### src/rtl/fifo_wr_arb_ctrl.sv
// fifo_wr_arb_ctrl
// Controller for a 2**ASIZE x DSIZE FIFO memory macro (async read, sync write).
// Two producers share the single write port under round-robin priority; one
// consumer pops the head word, which the macro presents combinationally at
// raddr (first-word fall-through). Occupancy and status are decoded from a
// pair of wrap-bit pointers.
module fifo_wr_arb_ctrl #(
   parameter int DSIZE     = 4,
   parameter int ASIZE     = 7,
   parameter int AFULL_TH  = 120,
   parameter int AEMPTY_TH = 8
) (
   input  logic             clk,
   input  logic             rst,
   input  logic             req0,
   input  logic [DSIZE-1:0] wdata0,
   output logic             gnt0,
   input  logic             req1,
   input  logic [DSIZE-1:0] wdata1,
   output logic             gnt1,
   input  logic             rd_en,
   input  logic             err_clr,
   output logic             wclken,
   output logic [ASIZE-1:0] waddr,
   output logic [DSIZE-1:0] wdata,
   output logic [ASIZE-1:0] raddr,
   output logic             full,
   output logic             empty,
   output logic             almost_full,
   output logic             almost_empty,
   output logic [ASIZE:0]   count,
   output logic             udf_err
);

   // Thresholds sized to the occupancy word so the compares are width-matched.
   localparam logic [ASIZE:0] AFULL_V  = AFULL_TH[ASIZE:0];
   localparam logic [ASIZE:0] AEMPTY_V = AEMPTY_TH[ASIZE:0];
   localparam logic [ASIZE:0] PTR_ONE  = {{ASIZE{1'b0}}, 1'b1};

   // Pointers carry one extra wrap bit so full and empty are distinguishable.
   logic [ASIZE:0] wptr;
   logic [ASIZE:0] rptr;
   logic           last_gnt;
   logic           pop;
   logic           underflow;

   // Status decode straight from the registered pointers.
   assign count        = wptr - rptr;
   assign empty        = (wptr == rptr);
   assign full         = (wptr[ASIZE] != rptr[ASIZE]) &&
                         (wptr[ASIZE-1:0] == rptr[ASIZE-1:0]);
   assign almost_full  = (count >= AFULL_V);
   assign almost_empty = (count <= AEMPTY_V);

   assign waddr  = wptr[ASIZE-1:0];
   assign raddr  = rptr[ASIZE-1:0];
   assign wclken = gnt0 | gnt1;
   // Producer 0 data is parked on the bus when nobody is granted.
   assign wdata  = gnt1 ? wdata1 : wdata0;

   assign pop       = rd_en & ~empty;
   assign underflow = rd_en & empty;

   // Round-robin grant: a lone request wins, a tie goes to the producer not served last.
   always_comb begin
      gnt0 = 1'b0;
      gnt1 = 1'b0;
      if (!full) begin
         if (req0 && req1) begin
            if (last_gnt) gnt0 = 1'b1;
            else          gnt1 = 1'b1;
         end else if (req0) begin
            gnt0 = 1'b1;
         end else if (req1) begin
            gnt1 = 1'b1;
         end
      end
   end

   // Write pointer and arbitration history advance only on an accepted write.
   always_ff @(posedge clk or negedge rst) begin
      if (!rst) begin
         wptr     <= '0;
         last_gnt <= 1'b1;
      end else if (wclken) begin
         wptr     <= wptr + PTR_ONE;
         last_gnt <= gnt1;
      end
   end

   // Read pointer advances on a pop of a non-empty queue.
   always_ff @(posedge clk or negedge rst) begin
      if (!rst) begin
         rptr <= '0;
      end else if (pop) begin
         rptr <= rptr + PTR_ONE;
      end
   end

   // Sticky underflow flag; a fresh underflow beats a simultaneous clear.
   always_ff @(posedge clk or negedge rst) begin
      if (!rst) begin
         udf_err <= 1'b0;
      end else if (underflow) begin
         udf_err <= 1'b1;
      end else if (err_clr) begin
         udf_err <= 1'b0;
      end
   end

endmodule
### config.mk
export PLATFORM = sky130hd
export DESIGN_NAME = fifo_wr_arb_ctrl
export DESIGN_NICKNAME = d
export VERILOG_FILES = /design/src/rtl/fifo_wr_arb_ctrl.sv
export SDC_FILE = /design/constraint.sdc
export NUM_CORES = 1
export LEC_CHECK = 0
export BUFFER_PORTS_ARGS = -buffer_cell sky130_fd_sc_hd__buf_2
export CAP_MARGIN = 20
export CORE_ASPECT_RATIO = 1.25
export CORE_MARGIN = 2
export CORE_UTILIZATION = 34
export CTS_CLUSTER_DIAMETER = 60
export DETAILED_ROUTE_END_ITERATION = 12
export PLACE_DENSITY = 0.66
export SLEW_MARGIN = 10
export SYNTH_ARGS = -nofsm -noshare
export SYNTH_HDL_FRONTEND = slang
export SYNTH_SLANG_ARGS = --single-unit
### constraint.sdc
create_clock -name clk -period 2.8 [get_ports clk]
set_input_delay 0.28 -clock clk [delete_from_list [all_inputs] [get_ports clk]]
set_output_delay 0.28 -clock clk [all_outputs]
set_load 0.01 [all_outputs]
==> flow_summary_export.csv <==
group,metric,value,unit
clock_network,cts_sinks,18,
pwr,pwr-share-comb,71.3,%
pwr,internal-power,1260,uW
logic_synthesis,synth_top_area_share,30.7,%
logic_synthesis,netlist_area,1390,um^2
logic_synthesis,ys_seq_area_share,32.6,%
critical_path,crit_start,"wptr[4]",
timing,setup_slack,0.165,ns
die,die_area,4610,um^2
timing,worst_pin_slew,0.406,ns
detailed_routing,initialDrtViolationCount,21,
pwr,ir_drop,552,uV
die,die_x,61.1,um
place,portBuffers,47,
detailed_routing,drc,0,
clock_network,insertion_delay,0.25,ns
timing,setup_viol,0,
timing,fin_tns_setup,0,ns
critical_path,worstSetupEndpointType,"primary output",
critical_path,path_class,"flip-flop to primary output",
finish,multiInputGateArea,792,um^2
critical_path,crit_arrival,2.36,ns
die,pin_count,48,
global_route,grt_start_max_net_pins,19,
critical_path,r2r_start,"wptr[4]",
die,die_y,75.4,um
logic_synthesis,synth_seq_cells,18,
pwr,p_switching,1230,uW
finish,layout-drive-gt1-share,36.2,%
logic_synthesis,ys.flop_type,"dfrtp_1",
pwr,cellPowerDensity,1500,nW/um^2
detailed_routing,drtPass1Iterations,4,
pwr,sw_frac_of_total,49.2,%
logic_synthesis,yosysWarnings,0,
status,outcome,"finished, final reports clean",
logic_synthesis,async_flop_share,100,%
logic_synthesis,synthMostInstantiatedCell,"dfrtp_1",
finish,fillCellCount,391,
timing,rsz0062_at_grt,"no",
global_route,grt_antenna_before_repair,0,
place,gp_congestion,0.875,
clock_network,cts_buffer_depth,2,
die,row_count,25,
pwr,p_seq_share,21.2,%
clock_network,cts_tree,"built",
finish,num_antenna_cells,0,
die,coreArea,3850,um^2
logic_synthesis,avgSynthCellArea,9.50,um^2
logic_synthesis,yosysUniqueCellTypes,35,
global_route,grt_pass1_vias,1061,
finish,seq_area,453,um^2
logic_synthesis,synth_common_cells,"dfrtp_1 (17), inv_1 (15), buf_4 (14), xnor2_1 (13), nand2_1 (12)",
critical_path,r2r_slack,0.70,ns
finish,finish.net_count,210,
detailed_routing,vias,1122,
critical_path,r2r-end,"rptr[1]",
logic_synthesis,synth_cells,146,
timing,fmax,0.379,GHz
clock_network,clockRootBuffer,"clkbuf_8",
logic_synthesis,syn-num-nets,170,
critical_path,reg2reg_depth,5,
logic_synthesis,synth.largest_area_cell,"dfrtp_1",
min_path,worstHoldPathType,"input pin to flip-flop",
detailed_routing,routed_wl,2.97,mm
timing,period_needed,2.64,ns
logic_synthesis,synth_edf_count,0,
detailed_routing,viasPerCell,4.69,
clock_network,cts-buffers-inserted,3,
detailed_routing,wire_per_inst,12.4,um
detailed_routing,drtAntennaViolNets,0,
die,initial_core_util,36.0,%
timing,timing.slew.headroom,72.9,%
timing,fin_skew,0.00537,ns
critical_path,required,2.52,ns
timing,period_share,94.1,%
global_route,grt_overflow_total,0,
pwr,p_leak,0.000848,uW
critical_path,start_kind,"flip-flop",
pwr,power_frac_clock,7.5,%
global_route,track_usage,13.8,%
global_route,grt_pass1_wl,4.82,mm
timing,slew_viol_final,0,
clock_network,htree_levels,1,
critical_path,path_max_fanout,6,
finish,area_growth,20.2,%
place,pre_cts_ws,0.298,ns
timing,hold_violations,0,
job,cap_viol_max_count,0,
logic_synthesis,synthTopCellsByArea,"dfrtp_1 (31%), xnor2_1 (8.2%), ha_1 (8.1%)",
critical_path,cp-endpoint,"wdata[3]",
clock_network,path_clk_slew,0.07,ns
place,dp.final_hpwl,2.42,mm
-- power by group through the flow --
stage | Sequential (uW) | Combinational (uW) | Clock (uW)
final | 528 | 1780 | 186
after global placement | 532 | 1690 | 0
after CTS | 535 | 1730 | 196
after detailed placement | 540 | 1720 | 0
after floorplan | 494 | 1320 | 0
after global routing | 550 | 2000 | 203
-- worst min-delay path by stage --
stage	endpoint	cells past startpoint	slack (ns)	start
after floorplan	rptr[0]	0	-0.02	rst
after global placement	wptr[2]	1	0.24	rst
after detailed placement	udf_err	1	0.24	rst
after CTS	udf_err	2	0.21	err_clr
after global routing	udf_err	2	0.22	err_clr
final	udf_err	2	0.21	err_clr
-- cell type report --
cell class | count | share of cell area [%]
Clock buffer | 4 | 2.70
Inverter | 15 | 3.38
Multi-Input combinational cell | 99 | 47.5
Sequential cell | 18 | 27.2
Tap cell | 54 | 4.05
Timing Repair Buffer | 49 | 15.2
-- repair_timing --
item | 4_1_cts | 5_1_grt
resized for setup | 0 | 5
endpoints found under the hold margin | 17 | 0
setup buffers | 0 | 1
hold buffers | 1 | 0
endpoints found under the setup margin | 0 | 3
-- placed cells by master, fill, tap and decap left out, types with 4 or more instances in the layout --
cell type / n
ha_1: 9
dfrtp_1: 16
nand3_1: 9
xor2_1: 6
nand2_1: 12
xnor2_1: 12
a21oi_1: 5
inv_1: 15
buf_2: 47
nor2_1: 4
nand4_1: 4
-- flip-flops by register name, summed over array words and instances (netlist names) --
name,count
last_gnt,1
rptr,8
udf_err,1
wptr,8
-- critical path: stages, from the launching register on --
cell,delay [ns]
dfrtp_1,0.46
ha_1,0.43
and4_1,0.36
nand3_1,0.18
nand3_2,0.19
mux2_2,0.34
buf_2,0.14
-- per-layer routing --
layer / vias to the layer above / global-route usage [%] / wire length [um]
met5: - / 0 / 0
li1: 567 / - / -
met3: 6 / 2.21 / 211
met1: 505 / 16.4 / 1240
met4: 0 / 5.31 / 50
met2: 44 / 24.6 / 1470
-- stage by stage --
step	instance area (um^2)	hold WS [ns]	util, %	std cells	power (uW)
finish	1670	0.209	43.3	239	2490
floorplan	1390	-0.0156	-	146	1810
global placement	1580	0.240	41.2	233	2230
global route	1670	0.218	43.3	239	2760
CTS	1640	0.208	42.6	238	2460
detailed placement	1580	0.240	41.2	233	2260
-- kinds of logic (layout without fill, tap and decap cells) --
logic type                 after synthesis  in the layout  share of synthesized area [%]
AOI/OAI and AO/OA                       18             18                           9.66
xor gates and xnor gates                20             20                           13.2
adders and majority gates               10             10                           9.57
buffers and inverters                   29             68                           11.6
DFF                                     18             18                           32.6
muxes                                    7              7                           5.60
and+or+nand+nor                         44             44                           17.8
(Power assumes the default switching activity.)
